<file path="config.mk">
export PLATFORM = sky130hd
export DESIGN_NAME = pc_fetch_ctrl
export DESIGN_NICKNAME = d
export VERILOG_FILES = /design/src/rtl/pc_fetch_ctrl.sv
export SDC_FILE = /design/constraint.sdc
export NUM_CORES = 1
export LEC_CHECK = 0
export ABC_AREA = 1
export BUFFER_PORTS_ARGS = -buffer_cell sky130_fd_sc_hd__buf_2
export CAP_MARGIN = 40
export CORE_MARGIN = 3
export CORE_UTILIZATION = 40
export CTS_BUF_LIST = sky130_fd_sc_hd__clkbuf_8 sky130_fd_sc_hd__clkbuf_16
export DETAILED_ROUTE_END_ITERATION = 8
export SLEW_MARGIN = 0
export SYNTH_ARGS = -nofsm -noshare
export SYNTH_HDL_FRONTEND = slang
export SYNTH_SLANG_ARGS = --single-unit
export TNS_END_PERCENT = 1
</file>
<file path="constraint.sdc">
create_clock -name clk -period 6.5 [get_ports clk]
set_clock_uncertainty 0.2 [all_clocks]
set_input_delay 0.975 -clock clk [delete_from_list [all_inputs] [get_ports clk]]
set_output_delay 0.975 -clock clk [all_outputs]
set_load 0.01 [all_outputs]
</file>
<file path="src/rtl/pc_fetch_ctrl.sv">
// pc_fetch_ctrl
//   Program-counter register and next-PC selector with an instruction-fetch
//   handshake. It holds one pending redirect while a fetch is outstanding or
//   the pipeline is stalled.
//
//   Optional feature macro: PC_MISALIGN_TRAP_EN
//     defined   : a register-jump target with [1:0] != 0 loads TRAP_VECTOR,
//                 and trap pulses for one cycle together with the advance.
//     undefined : reg_tgt[1:0] is forced to 00 before use, and trap is tied 0.
//
// Ports
//   clk            in   1   clock, rising edge
//   clrn           in   1   asynchronous active-low reset
//   pcsrc          in   2   00 pc+4, 01 branch, 10 register jump, 11 pseudo-direct jump
//   redirect_valid in   1   pcsrc/targets valid this cycle
//   branch_off     in   32  sign-extended branch offset, already shifted left by 2
//   jump_tgt       in   32  pseudo-direct jump target, already formed
//   reg_tgt        in   32  register jump target
//   stall          in   1   downstream cannot accept a new instruction
//   imem_ack       in   1   instruction memory returned data for imem_addr
//   imem_req       out  1   fetch request
//   imem_addr      out  32  fetch address (== pc)
//   pc             out  32  current pc
//   pcadd4         out  32  pc + 4, modulo 2^32
//   fetch_valid    out  1   instruction for pc is available to decode
//   fetch_err      out  1   sticky fetch-timeout flag
//   trap           out  1   misaligned-target pulse
//
// State    | meaning
// ---------+----------------------------------------------------------------
// S_BOOT   | first cycle after reset; no request
// S_FETCH  | request outstanding for pc; an ack with no stall advances pc
// S_STALL  | instruction for pc is held for decode; waiting for stall to drop
module pc_fetch_ctrl #(
    parameter logic [31:0] RESET_VECTOR = 32'h0000_0000,
    parameter logic [31:0] TRAP_VECTOR  = 32'h0000_0008,
    parameter int          TIMEOUT      = 16
) (
    input  logic        clk,
    input  logic        clrn,
    input  logic [1:0]  pcsrc,
    input  logic        redirect_valid,
    input  logic [31:0] branch_off,
    input  logic [31:0] jump_tgt,
    input  logic [31:0] reg_tgt,
    input  logic        stall,
    input  logic        imem_ack,
    output logic        imem_req,
    output logic [31:0] imem_addr,
    output logic [31:0] pc,
    output logic [31:0] pcadd4,
    output logic        fetch_valid,
    output logic        fetch_err,
    output logic        trap
);

    localparam int             CW       = (TIMEOUT > 1) ? $clog2(TIMEOUT) : 1;
    localparam logic [CW-1:0]  TMO_LAST = CW'(TIMEOUT - 1);

    typedef enum logic [1:0] {
        S_BOOT  = 2'd0,
        S_FETCH = 2'd1,
        S_STALL = 2'd2
    } state_t;

    state_t        state, state_nxt;
    logic [31:0]   pc_q;
    logic          pend_valid;
    logic [31:0]   pend_tgt;
    logic [CW-1:0] tmo_cnt;
    logic          fetch_err_q;

    logic          advance;
    logic          redir_hit;
    logic [31:0]   reg_tgt_use;
    logic [31:0]   redir_tgt;
    logic [31:0]   sel_tgt;
    logic [31:0]   next_pc;

    assign pc        = pc_q;
    assign imem_addr = pc_q;
    assign pcadd4    = pc_q + 32'd4;
    assign fetch_err = fetch_err_q;

    // pcsrc=00 with redirect_valid is the fall-through case, not a redirect.
    assign redir_hit = redirect_valid && (pcsrc != 2'b00);

`ifdef PC_MISALIGN_TRAP_EN
    logic pend_reg;
    logic sel_reg;
    logic misalign;

    assign reg_tgt_use = reg_tgt;
`else
    logic unused_reg_low;

    assign unused_reg_low = ^reg_tgt[1:0];
    assign reg_tgt_use    = {reg_tgt[31:2], 2'b00};
`endif

    always_comb begin
        redir_tgt = pcadd4;
        case (pcsrc)
            2'b01:   redir_tgt = pcadd4 + branch_off;
            2'b10:   redir_tgt = reg_tgt_use;
            2'b11:   redir_tgt = jump_tgt;
            default: redir_tgt = pcadd4;
        endcase
    end

    always_comb begin
        state_nxt   = state;
        imem_req    = 1'b0;
        fetch_valid = 1'b0;
        advance     = 1'b0;
        case (state)
            S_BOOT: begin
                state_nxt = S_FETCH;
            end
            S_FETCH: begin
                imem_req = 1'b1;
                if (imem_ack) begin
                    fetch_valid = 1'b1;
                    if (stall) begin
                        state_nxt = S_STALL;
                    end else begin
                        advance = 1'b1;
                    end
                end
            end
            S_STALL: begin
                fetch_valid = 1'b1;
                if (!stall) begin
                    advance   = 1'b1;
                    state_nxt = S_FETCH;
                end
            end
            default: begin
                state_nxt = S_BOOT;
            end
        endcase
    end

    // A redirect arriving in the advance cycle beats an older pending one.
`ifdef PC_MISALIGN_TRAP_EN
    always_comb begin
        sel_tgt = pcadd4;
        sel_reg = 1'b0;
        if (redir_hit) begin
            sel_tgt = redir_tgt;
            sel_reg = (pcsrc == 2'b10);
        end else if (pend_valid) begin
            sel_tgt = pend_tgt;
            sel_reg = pend_reg;
        end
    end

    assign misalign = sel_reg && (sel_tgt[1:0] != 2'b00);
    assign next_pc  = misalign ? TRAP_VECTOR : sel_tgt;
    assign trap     = advance && misalign;
`else
    always_comb begin
        sel_tgt = pcadd4;
        if (redir_hit) begin
            sel_tgt = redir_tgt;
        end else if (pend_valid) begin
            sel_tgt = pend_tgt;
        end
    end

    assign next_pc = sel_tgt;
    assign trap    = 1'b0;
`endif

    always_ff @(posedge clk or negedge clrn) begin
        if (!clrn) begin
            state <= S_BOOT;
            pc_q  <= RESET_VECTOR;
        end else begin
            state <= state_nxt;
            if (advance) begin
                pc_q <= next_pc;
            end
        end
    end

    always_ff @(posedge clk or negedge clrn) begin
        if (!clrn) begin
            pend_valid <= 1'b0;
            pend_tgt   <= 32'h0;
        end else if (advance) begin
            pend_valid <= 1'b0;
        end else if (redir_hit) begin
            pend_valid <= 1'b1;
            pend_tgt   <= redir_tgt;
        end
    end

`ifdef PC_MISALIGN_TRAP_EN
    always_ff @(posedge clk or negedge clrn) begin
        if (!clrn) begin
            pend_reg <= 1'b0;
        end else if (!advance && redir_hit) begin
            pend_reg <= (pcsrc == 2'b10);
        end
    end
`endif

    // Timeout counter saturates at its last value; the request keeps going after the error.
    always_ff @(posedge clk or negedge clrn) begin
        if (!clrn) begin
            tmo_cnt     <= '0;
            fetch_err_q <= 1'b0;
        end else if (state == S_FETCH) begin
            if (imem_ack) begin
                tmo_cnt <= '0;
            end else begin
                if (tmo_cnt == TMO_LAST) begin
                    fetch_err_q <= 1'b1;
                end else begin
                    tmo_cnt <= tmo_cnt + 1'b1;
                end
            end
        end
    end

endmodule
</file>
==> results of run 1 <==
## per-stage QoR
step                hold slack (ns)  cell area [um^2]  instances  worst slack (ns)  utilization
global route                 0.2992              8962       1693             2.025       0.4873
finish                       0.2611              8965       1694             2.438       0.4874
detailed placement           0.2399              8631       1677             2.465       0.4693
global placement             0.2462              8576       1675             2.470       0.4663
floorplan                    0.2491              7662       1313             3.280            -
CTS                          0.2645              8962       1693             2.462       0.4873
## cell type report
cell class,instances,area (um^2)
inverter,167,626.9
clock buffer,10,239.0
antenna,1,2.502
tap,229,286.5
timing repair buffer,205,1084
clock inverter,6,92.59
sequential,72,1802
fill,1982,9428
multi-input combinational,1004,4832
## worst min path at each step
stage               cells after the start           end         start  slack [ns]
floorplan                               2  pend_tgt[17]  pend_tgt[17]        0.25
global placement                        1     fetch_err     fetch_err        0.25
detailed placement                      1     fetch_err     fetch_err        0.24
CTS                                     1     fetch_err     fetch_err        0.26
global route                            2  pend_tgt[21]  pend_tgt[21]        0.30
finish                                  1     fetch_err     fetch_err        0.26
## layer usage
layer  GRT usage  wire, um  vias to the layer above  share of wire
met1      0.3528     12420                     3805           0.45
met2      0.4292     12440                      318           0.45
met5           0         0                        -              0
met4     0.09229       907                        0          0.033
met3     0.03241      1661                       45          0.061
li1            -         -                     4435              -
## flip-flops by register name, summed over array words and instances, names as in the netlist
signal	flops
imem_addr	32
pend_tgt	32
tmo_cnt	4
state	2
fetch_err	1
pend_valid	1
## cells by family (layout without fill, tap and decap cells)
group | after synthesis | after routing | share of synthesized area
other cells | 1 | 2 | 0.0004894
compound gates | 174 | 174 | 0.1220
fa+ha+maj | 41 | 41 | 0.06793
buf+inv | 237 | 388 | 0.1349
xor+xnor | 13 | 13 | 0.01584
flops | 72 | 72 | 0.2351
simple gates | 775 | 775 | 0.4237
## Yosys cell counts, drive strengths merged, types with 7 or more instances
| library cell | number |
|---|---|
| nand3b | 8 |
| nand4 | 14 |
| nor3 | 16 |
| xor2 | 11 |
| ha | 40 |
| nand3 | 103 |
| dfrtp | 72 |
| a21oi | 89 |
| a21boi | 7 |
| nand2 | 540 |
| clkbuf | 25 |
| o21ai | 59 |
| buf | 45 |
| inv | 164 |
| nor2 | 79 |
## power by group through the flow
stage	Sequential [W]	Clock (W)	Combinational, W
5_1_grt	0.000890	0.000581	0.00273
4_1_cts	0.000854	0.000562	0.00242
3_3_place_gp	0.000856	0	0.00238
6_report	0.000854	0.000555	0.00241
2_1_floorplan	0.000850	0	0.00168
3_5_place_dp	0.000860	0	0.00241
==> results list, run 1 <==
- The run finished with clean final reports.
- TritonCTS clock tree: done
- The total area inside the core boundary comes to 18390 um^2.
* Number of hold-repair buffers added at the cts stage: 0
- Comb pwr share: 0.631
- The synthesized design contains 0 enable-type register cells.
- Area Overhead vs Synth: 17.00%
- The mapped netlist covers 7662 um^2.
- Setup violations remaining at the end of the flow were counted as 0.
- Routability-driven placement finished with a final weighted congestion of 0.9305.
- Number of max-slew violations in the final report: 0
* Maximum number of pins on one net before global-route repair: 57
* Clk Latency, worst-skew pair: 0.34 ns
* R2r endpoint: imem_addr[20]
* Top FF cell, synth: sky130_fd_sc_hd__dfrtp_1
- At the worst endpoint, the required time is 6.51 ns.
* Top Ports: 203
* Buffers on Ports: 199
- Of the total power, the clock network draws 0.145.
* Number of cells upsized or downsized after cts: 0
* Period minus WS final: 4.062 ns
- Buf/Inv on CP: 1
- Critical path's most frequent cell: sky130_fd_sc_hd__nand2_1
- The worst hold path belongs to the class flip-flop to flip-flop.
- Die Wd: 144.4 um
- The number of nets in the synthesized netlist is 1457.
* Netlist cell types: 43
* Maximum operating frequency: 246.2 MHz
- Transition at the pin with the smallest max-transition slack: 0.6929 ns
- The share of synthesized area in the top cell type comes to 0.2616.
* Largest stage delay, worst path: 0.51 ns
- The worst setup path is captured at a flip-flop.
- The critical path is of the flip-flop to flip-flop type.
* DRC marker count from the first detailed-route iteration: 647
- Maximum root-to-sink buffer count: 2
- Most area-consuming cells after synthesis: sky130_fd_sc_hd__nand2_1, sky130_fd_sc_hd__dfrtp_1, sky130_fd_sc_hd__inv_1
- The Yosys step of the flow raised 0 warnings.
* Cell with the largest stage delay on the worst path: sky130_fd_sc_hd__dfrtp_1
- After routing, the total negative slack on setup checks comes to 0 ns.
* Start of the worst register-to-register path: imem_addr[2]
* Overall global routing resource usage: 0.2608
- Overall die area: 20850 um^2
- H-tree depth reported by CTS: 3
* Number of buffers inserted during clock tree synthesis: 9
* Worst setup startpoint: imem_addr[2]
* Final Routed Wirelength: 27430 um
- Average instance area after synthesis: 5.836 um^2
- Flop pwr share: 0.223
- For this block, the via count after detailed routing is 8603.
- For this run the aggregate overflow at the end of global routing stands at 0.
- The critical path goes through ha_1 -> nand3_2 -> nor2_2 -> nand2_1 -> nor3_2 -> nand4_1 -> and2_1 -> ha_1 -> nand2_1 -> nor2_1 -> inv_1 -> nor2_1 -> nand4_1 -> nand3_1 -> nand2_1 -> nand3_1 -> nand3_1 -> nand2_1 -> o21ai_0.
- Cell depth of the worst setup path: 19
- The worst pin sits at a relative slew slack of 0.5374.
- In this run the worst setup path terminates at imem_addr[20].
* Number of antenna violations at the first check in global routing: 0
* Max cap viols: 0
- For this run, asynchronously set or reset flops after synthesis account for 1.000.
- Switching power: 0.002010 W
- The cell sitting at the root of the clock tree is a sky130_fd_sc_hd__clkbuf_16.
- In this run the remaining antenna-violating nets after routing total 0.
- For this design the static power due to leakage is 5.085 nW.
- After synthesis the netlist holds a flip-flop and latch count of 72.
* Effective utilization at floorplan: 0.4166
- Leaving out fill and tap cells, the most frequent cell in the layout is sky130_fd_sc_hd__nand2_1.
- Setup repair after global routing missed its margin: false
* Final net count: 1603
- Synthesis produced a netlist whose cell count is 1313.
- The worst setup path is launched from a flip-flop.
- Biggest area consumer among synthesized cells: sky130_fd_sc_hd__nand2_1
- Global-route wire length before repair: 42050 um
* Dpl hpwl: 21930 um
* Die boundary height: 144.4 um
- Delay-heaviest family, CP: simple AND/OR/NAND/NOR gates
* Setup slack of the most critical reg-to-reg path: 2.44 ns
- Internal power summed over all cells: 0.001812 W
* Clk sink count: 72
- Count of final hold-check violations: 0
- Row count: 49
* DR DRC count: 0
- Power comes to 0.003822 W.
- Setup Buffers After CTS: 0
- Ratio of cells with drive above 1 in the final layout: 0.1776
- For this run, the register share of the synthesized area comes to 0.2351.
- Of the total power, the share spent switching nets is 0.5259.
- Vias per inst: 5.079
* Maximum VDD drop: 0.3207 mV
* Average wire per standard cell: 16.19 um
- Clock-pin slew on the worst setup and hold paths: 0.06 ns
- Via count of the first global-routing pass: 7803
- In this run the power density over the cells is 426.3 nW/um^2.
- The first TritonRoute pass finished after 6 iterations.
- Maximum fanout along the worst path: 7
- Cell count of the worst reg-to-reg path: 19
* Final Cycle Share: 0.6250
- In the layout the commonest cells are sky130_fd_sc_hd__nand2_1, sky130_fd_sc_hd__buf_2, sky130_fd_sc_hd__inv_1.
- Data arrives at the worst endpoint at 4.08 ns.
Power figures use the tool's default switching activity.
==> inputs of run 2 (changes only) <==
Settings changed: PLACE_DENSITY set to 0.66.
Clock period 6.5 ns to 3.4 ns, I/O delays scaled along.
==> results list, run 2 (synthesized netlist as in run 1, its figures left out) <==
- The count of final setup violators was 0 (unchanged).
- Diode insertion count for antenna repair: 0 (was 1)
* Overall die area: 20850 um^2 (unchanged)
* Maximum root-to-sink buffer count: 2 (unchanged)
- Fin Setup TNS: 0 ns (unchanged)
- The overall track demand over capacity in global routing came to 0.2680 (was 0.2608).
- The detail-routed net length per standard cell came to 16.31 um (was 16.19 um).
* Startpoint Class: flip-flop (unchanged)
- Cell chosen for the clock root: sky130_fd_sc_hd__clkbuf_16 (unchanged)
- Transition at the pin with the smallest max-transition slack: 0.6530 ns (was 0.6929 ns)
* Most common cell after layout, fill and taps aside: sky130_fd_sc_hd__nand2_1 (unchanged)
- Leading cell types in the layout, fill and taps excluded: sky130_fd_sc_hd__nand2_1, sky130_fd_sc_hd__buf_2, sky130_fd_sc_hd__inv_1 (unchanged)
* Start of the worst register-to-register path: imem_addr[3] (was imem_addr[2])
* Number of hold-repair buffers added at the cts stage: 0 (unchanged)
- The highest attainable clock frequency was 306.0 MHz (was 246.2 MHz).
- The tightest slew margin relative to the limit is 0.5647 (was 0.5374).
- The arrival time at the worst endpoint came to 3.30 ns (was 4.08 ns).
* Die Wd: 144.4 um (unchanged)
- Dpl hpwl: 22830 um (was 21930 um)
- PwrDens: 815.2 nW/um^2 (was 426.3 nW/um^2)
* Global-route wire length before repair: 43500 um (was 42050 um)
- The per-cell via count in the routed design was 5.168 (was 5.079).
* Area Overhead vs Synth: 29.11% (was 17.00%)
* Static Leakage: 5.487 nW (was 5.085 nW)
- The required time of the worst setup path was 3.43 ns (was 6.51 ns).
- The checks that failed: negative hold slack.
- Number of antenna violations at the first check in global routing: 0 (unchanged)
- Worst hold-check slack: -0.001216 ns (was 0.2611 ns)
- Top layer used by detailed routing: met4 (unchanged)
- The met1 wire length was 12200 um (was 12420 um).
* Clk sink count: 72 (unchanged)
- The element type at the critical path end is a flip-flop (unchanged).
* Setup slack of the most critical reg-to-reg path: 0.13 ns (was 2.44 ns)
- The I/O pin total is 203 (unchanged).
- The ratio of final minimum period to clock period came to 0.9612 (was 0.6250).
- Number of iterations in the first detailed-routing pass: 5 (was 6)
- The pin count of the biggest net entering global routing was 73 (was 57).
- The worst-skew pair later-pin latency was 0.34 ns (about the same).
- Count of final hold-check violations: 4 (was 0)
- The routed length on met2 was 13200 um (was 12440 um).
- The level count of the clock H-tree is 3 (unchanged).
- The class of the tightest hold or removal check was input pin to async pin (was flip-flop to flip-flop).
- The number of buffers created by CTS is 9 (unchanged).
- The endpoint of the most critical register-to-register path was imem_addr[29] (was imem_addr[20]).
- The number of remaining DRC errors was 0 (unchanged).
* Buffers on Ports: 199 (unchanged)
* Number of max-slew violations in the final report: 0 (unchanged)
- The wire length on met3 came to 2001 um (was 1661 um).
- The number of max-cap violations is 0 (unchanged).
- The peak fanout along the critical path came to 4 (was 7).
- Setup WS pre-CTS: -0.05971 ns (was 2.465 ns)
* Clock-pin slew on the worst setup and hold paths: 0.06 ns (about the same)
* Cell count of the worst reg-to-reg path: 21 (was 19)
- Layout Utilization: 0.5379 (was 0.4874)
- The core region area is 18390 um^2 (unchanged).
- Result of the run: finished with violations (was finished, final reports clean).
- Final Routed Wirelength: 28850 um (was 27430 um)
- The effective utilization at floorplan was 0.4166 (unchanged).
- The overflow left after global routing is 0 (unchanged).
* Final net count: 1680 (was 1603)
* Post-route worst setup slack: 0.1321 ns (was 2.438 ns)
- TritonCTS clock tree: done (unchanged)
- Startpoint-to-endpoint class of the critical path: flip-flop to flip-flop (unchanged)
* Global placement routability congestion: 0.9480 (was 0.9305)
- Final antenna-violating net count: 0 (unchanged)
- Via count of the first global-routing pass: 8380 (was 7803)
- DRC marker count from the first detailed-route iteration: 565 (was 647)
* Ratio of cells with drive above 1 in the final layout: 0.2753 (was 0.1776)
- Row count: 49 (unchanged)
- The die height is 144.4 um (unchanged).
- Number of filler instances in the final layout: 1887 (was 1982)
- The via total after detailed routing was 9143 (was 8603).
* Period minus WS final: 3.268 ns (was 4.062 ns)
- Setup repair after global routing missed its margin: true (was false)
- The maximum vdd drop was 0.5058 mV (was 0.3207 mV).
==> run 2: cell types whose count changed in the layout (fill, tap and decap cells not counted), sizes merged <==
cell	delta
buf	+77
clkinvlp	-1
bufinv	-1
clkbuf	-1
diode	-1
clkinv	+2
==> run 2: where the power goes <==
part	total (W)	internal (W)	switching, W
logic	0.00556	0.00212	0.00344
registers	0.00156	0.00122	0.000339
clock network	0.000944	0.000561	0.000382
total	0.00807	0.00391	0.00416
==> run 2: final cells by class <==
type | instances | area (um^2) | area share
repair buffers | 282 | 1639 | 0.1657
clock inverters | 6 | 61.31 | 0.006197
well taps | 229 | 286.5 | 0.02896
inverters | 167 | 628.1 | 0.06349
clock buffers | 9 | 225.2 | 0.02276
multi-input cells | 1004 | 5241 | 0.5298
flip-flops and latches | 72 | 1812 | 0.1831
==> run 2: per-layer routing <==
layer  vias up  global-route usage
met5         -                   0
met4         0              0.1188
met3        62             0.03538
met2       397              0.4414
met1      4106              0.3512
li1       4578                   -
==> run 2: what timing repair did <==
action,4_1_cts,5_1_grt
gates resized for setup,3,97
pin swaps,0,12
setup endpoints to repair,4,40
buffers inserted,0,5
==> run 2: how the worst max path moves through the flow <==
stage,startpoint,end,slack [ns],cells after the start
final,imem_addr[3],imem_addr[29],0.13,21
after detailed placement,imem_addr[3],imem_addr[22],-0.06,18
after CTS,imem_addr[12],imem_addr[30],0.01,19
after global placement,imem_addr[13],imem_addr[22],-0.09,17
after global routing,imem_addr[3],pend_tgt[29],-0.11,22
after floorplan,imem_addr[2],imem_addr[20],0.18,19
==> run 2: worst max-delay path, cell delays in order (launching register included) <==
cell                      delay [ns]
sky130_fd_sc_hd__dfrtp_2        0.40
sky130_fd_sc_hd__ha_2           0.20
sky130_fd_sc_hd__nand3_2        0.10
sky130_fd_sc_hd__nor2_2         0.14
sky130_fd_sc_hd__nand2_1        0.13
sky130_fd_sc_hd__nor3_2         0.24
sky130_fd_sc_hd__nand3_1        0.10
sky130_fd_sc_hd__nand2_1        0.09
sky130_fd_sc_hd__inv_2          0.08
sky130_fd_sc_hd__ha_1           0.33
sky130_fd_sc_hd__nand2_1        0.07
sky130_fd_sc_hd__nand2_1        0.07
sky130_fd_sc_hd__inv_1          0.06
sky130_fd_sc_hd__nand2_1        0.08
sky130_fd_sc_hd__nand2_1        0.07
sky130_fd_sc_hd__nand2_1        0.10
sky130_fd_sc_hd__a21oi_2        0.19
sky130_fd_sc_hd__nand3_1        0.09
sky130_fd_sc_hd__nand3_1        0.13
sky130_fd_sc_hd__nand3_1        0.12
sky130_fd_sc_hd__nand2_1        0.09
sky130_fd_sc_hd__nand2_1        0.06
==> run 2: per-stage QoR <==
step,instance area (um^2),instances,power (W)
global route,9893,1769,0.008789
CTS,9455,1764,0.007678
global placement,9134,1748,0.006605
floorplan,7662,1313,0.004828
detailed placement,9149,1749,0.006685
finish,9893,1769,0.008065
==> inputs of run 3 (changes only) <==
Settings changed: ABC_AREA 1 to not set, PLACE_DENSITY 0.66 to 0.67.
==> results list, run 3 <==
- The measured slew at the worst slew-check pin is 0.6759 ns (was 0.6530 ns).
- Final instance area: 9724 um^2 (was 9893 um^2)
- The worst-skew pair later-pin latency was 0.35 ns (was 0.34 ns).
- The startpoint class of the critical path was a flip-flop (unchanged).
* Largest stage delay, worst path: 0.36 ns (was 0.40 ns)
* Global-route wire length before repair: 36480 um (was 43500 um)
- Period minus WS final: 3.613 ns (was 3.268 ns)
- Final setup fails: 22 (was 0)
* Synthesized flop and latch total: 72 (unchanged)
- Maximum fanout along the worst path: 3 (was 4)
* Via count of the first global-routing pass: 7071 (was 8380)
- Setup repair after global routing missed its margin: true (unchanged).
* Count leader, synth: sky130_fd_sc_hd__nand2_1 (unchanged)
* DRC marker count from the first detailed-route iteration: 392 (was 565)
- The logic depth of the worst register-to-register path is 17 (was 21).
- Detailed-route via count: 7248 (was 9143)
- The worst reg2reg path startpoint is imem_addr[2] (was imem_addr[3]).
- The busiest layer in global routing is met2 (unchanged).
* Worst Setup End Kind: flip-flop (unchanged)
* Vias per inst: 5.377 (was 5.168)
- Post-route worst setup slack: -0.2127 ns (was 0.1321 ns)
- Number of enable-type register cells in the synthesized netlist: 0 (unchanged)
* Maximum number of pins on one net before global-route repair: 42 (was 73)
* Most common cell after layout, fill and taps aside: sky130_fd_sc_hd__buf_2 (was sky130_fd_sc_hd__nand2_1)
- The number of rows created at floorplan is 46 (was 49).
- Standard cell area after detailed placement: 8827 um^2 (was 9149 um^2)
- The area growth from synthesis to layout came to 46.89% (was 29.11%).
- The number of buffers added on ports is 199 (unchanged).
* Arrival time worst endpoint: 3.62 ns (was 3.30 ns)
- The level count of the clock H-tree was 3 (unchanged).
* Maximum operating frequency: 276.8 MHz (was 306.0 MHz)
- The required time of the worst setup path is 3.41 ns (was 3.43 ns).
- Cells along the critical path: ha_2 -> and2_4 -> nand4_1 -> nor2_2 -> and4_4 -> nand2_4 -> xnor2_4 -> ha_4 -> a21oi_4 -> o21ai_2 -> a221oi_2 -> o21bai_1 -> o21bai_1 -> xor2_1 -> o31ai_1 -> buf_4 -> o21ai_1 (was ha_2 -> nand3_2 -> nor2_2 -> nand2_1 -> nor3_2 -> nand3_1 -> nand2_1 -> inv_2 -> ha_1 -> nand2_1 -> nand2_1 -> inv_1 -> nand2_1 -> nand2_1 -> nand2_1 -> a21oi_2 -> nand3_1 -> nand3_1 -> nand3_1 -> nand2_1 -> nand2_1).
* Number of antenna violations at the first check in global routing: 0 (unchanged)
- The hold violation total from the final report is 0 (was 4).
- Maximum VDD drop: 0.3776 mV (was 0.5058 mV)
* Count of synthesis-stage warnings from yosys: 0 (unchanged)
- Overall global routing resource usage: 0.2536 (was 0.2680)
- DR DRC count: 0 (unchanged)
* Static Leakage: 4.887 nW (was 5.487 nW)
* Final global-route overflow total: 0 (unchanged)
- Leading cell types in the layout, fill and taps excluded: sky130_fd_sc_hd__buf_2, sky130_fd_sc_hd__buf_4, sky130_fd_sc_hd__nand2_1 (was sky130_fd_sc_hd__nand2_1, sky130_fd_sc_hd__buf_2, sky130_fd_sc_hd__inv_1).
* Power consumption: 0.008895 W (was 0.008065 W)
- The number of fillers in the final layout was 1369 (was 1887).
- Seq/Total Area, Yosys: 0.2722 (was 0.2351)
- The detail-routed net length per standard cell is 17.27 um (was 16.31 um).
- Summed instance area of the synthesized netlist: 6620 um^2 (was 7662 um^2)
* Effective utilization at floorplan: 0.4123 (was 0.4166)
* Post-synthesis async set-or-reset flop share: 1.000 (unchanged)
- Clk sink count: 72 (unchanged)
* Maximum root-to-sink buffer count: 2 (unchanged)
- Routing usage on met1: 0.3346 (was 0.3512)
- Commonest cells post-synth: sky130_fd_sc_hd__nand2_1, sky130_fd_sc_hd__o21ai_0, sky130_fd_sc_hd__dfrtp_1 (was sky130_fd_sc_hd__nand2_1, sky130_fd_sc_hd__inv_1, sky130_fd_sc_hd__nand3_1)
- Final net count: 1271 (was 1680)
- The I/O pin total was 203 (unchanged).
* Net count after synthesis: 955 (was 1457)
* Die Wd: 134.6 um (was 144.4 um)
- Dpl hpwl: 17550 um (was 22830 um)
- Global routing met3 resource utilization: 0.03241 (was 0.03538)
* Final Routed Wirelength: 23280 um (was 28850 um)
- The cell count after synthesis came to 811 (was 1313).
- The worst hold path begins at imem_ack.
* Number of iterations in the first detailed-routing pass: 5 (unchanged)
* Cell with the largest stage delay on the worst path: sky130_fd_sc_hd__dfrtp_1 (was sky130_fd_sc_hd__dfrtp_2)
- The met2 layer usage reported by global route was 0.4186 (was 0.4414).
- The class of the tightest hold or removal check is input pin to flip-flop (was input pin to async pin).
- The floorplan die area came to 18130 um^2 (was 20850 um^2).
* Violations in the final reports: negative setup slack (was negative hold slack)
- Biggest area consumer among synthesized cells: sky130_fd_sc_hd__dfrtp_1 (was sky130_fd_sc_hd__nand2_1)
- The category of the critical setup timing path was flip-flop to flip-flop (unchanged).
- Number of buffers inserted during clock tree synthesis: 9 (unchanged)
* Placeable Area: 16060 um^2 (was 18390 um^2)
- Result of the run: finished with violations (unchanged)
- Final Cycle Share: 1.063 (was 0.9612)
- PwrDens: 914.7 nW/um^2 (was 815.2 nW/um^2)
- The total count of max-transition violations in the final report is 0 (unchanged).
- Diode insertion count for antenna repair: 0 (unchanged)
- Ratio of cells with drive above 1 in the final layout: 0.4496 (was 0.2753)
* Share of the synthesized area in the top cell type: 0.2722 (was 0.2616)
- The tightest slew margin relative to the limit came to 0.5494 (was 0.5647).
- The library cell appearing most often on the critical path is sky130_fd_sc_hd__o21bai_1 (was sky130_fd_sc_hd__nand2_1).
- Setup slack of the most critical reg-to-reg path: -0.21 ns (was 0.13 ns)
* Max cap viols: 0 (unchanged)
* Netlist cell types: 65 (was 43)
- Final antenna-violating net count: 0 (unchanged)
- The mean instance size in the synthesized netlist is 8.163 um^2 (was 5.836 um^2).
- The die height came to 134.6 um (was 144.4 um).
- Most area-consuming cells after synthesis: sky130_fd_sc_hd__dfrtp_1, sky130_fd_sc_hd__ha_1, sky130_fd_sc_hd__mux2i_1 (was sky130_fd_sc_hd__nand2_1, sky130_fd_sc_hd__dfrtp_1, sky130_fd_sc_hd__inv_1)
* Cell chosen for the clock root: sky130_fd_sc_hd__clkbuf_16 (unchanged)
- The clock-pin transition on the worst setup and hold timing paths is 0.06 ns (about the same).
- The most instantiated flip-flop cell in the synthesis netlist is sky130_fd_sc_hd__dfrtp_1 (unchanged).
* Global placement routability congestion: 0.9273 (was 0.9480)
* R2r endpoint: imem_addr[29] (unchanged)
- Hold Crit Depth: 2
- The CTS tree is done (unchanged).
- Sink of the worst hold path: tmo_cnt[0]
run 3: cell types whose count changed after synthesis, sizes merged, moves of 31 or more:
| cell | delta |
|---|---|
| a21oi | -36 |
| xnor2 | +37 |
| o21ai | +31 |
| mux2i | +49 |
| nand2 | -418 |
| nand3 | -83 |
| inv | -148 |
run 3: area by class of cell:
class	count	area, um^2	share of cell area
Sequential cell	72	1802	0.1853
Tap cell	216	270.3	0.02779
Inverter	16	60.06	0.006176
Multi-Input combinational cell	651	4927	0.5067
Clock inverter	5	55.05	0.005661
Clock buffer	11	252.7	0.02599
Timing Repair Buffer	377	2357	0.2424
run 3: repair_timing:
action | in CTS | in global routing
hold endpoints to repair | 31 | 0
gates cloned | 0 | 0
setup endpoints to repair | 32 | 44
hold buffers | 1 | 0
pin swaps | 41 | 38
resized for setup | 56 | 53
buffers inserted | 7 | 5
run 3: worst max-delay path: cells and delay by family, from the launching register on:
family,cells,cell delay (ns)
adder cells (fa/ha/maj),2,0.42
buffers and inverters,1,0.18
AO/OA/AOI/OAI,7,1.04
flip-flops,1,0.36
XOR/XNOR,2,0.35
AND/OR/NAND/NOR,5,0.92
run 3: through the flow:
stage | setup slack, ns | hold slack (ns) | std cells | util | TNS [ns]
floorplan | -0.1384 | 0.01441 | 811 | - | -1.510
global placement | -0.4248 | 0.2422 | 1318 | 0.5480 | -6.005
detailed placement | -0.5006 | 0.2500 | 1320 | 0.5497 | -8.611
CTS | -0.2336 | 0.2279 | 1343 | 0.5884 | -2.939
global route | -0.3527 | 0.2632 | 1348 | 0.6056 | -7.450
finish | -0.2127 | 0.2354 | 1348 | 0.6056 | -2.527
run 3: layer usage:
| metal | wire [um] | up-vias | share of wire |
|---|---|---|---|
| met1 | 10210 | 3399 | 0.44 |
| met2 | 10910 | 270 | 0.47 |
| met5 | 0 | - | 0 |
| met4 | 779 | 0 | 0.033 |
| li1 | - | 3523 | - |
| met3 | 1376 | 56 | 0.059 |
run 3: power by group:
group | total (W) | switching [W] | internal (W)
sequential | 0.00154 | 0.000296 | 0.00124
combinational | 0.00637 | 0.00326 | 0.00311
clock | 0.000984 | 0.000379 | 0.000605
total | 0.00889 | 0.00394 | 0.00496
run 3: logic make-up (layout without fill, tap and decap cells):
kind of cell,Yosys count,in the layout,share of synthesized area
compound gates,240,240,0.2346
xor+xnor,55,55,0.07276
fa+ha+maj,41,41,0.07862
buf+inv,88,409,0.07088
flops,72,72,0.2722
mux,62,62,0.09620
other cells,1,1,0.0005665
simple gates,252,252,0.1743
run 3: worst max-delay path by stage:
stage / to / from / slack [ns]
after global routing: imem_addr[29] / imem_addr[2] / -0.35
after floorplan: imem_addr[29] / imem_addr[2] / -0.14
after CTS: imem_addr[31] / imem_addr[2] / -0.23
after global placement: imem_addr[29] / imem_addr[3] / -0.42
after detailed placement: imem_addr[29] / imem_addr[2] / -0.50
final: imem_addr[29] / imem_addr[2] / -0.21
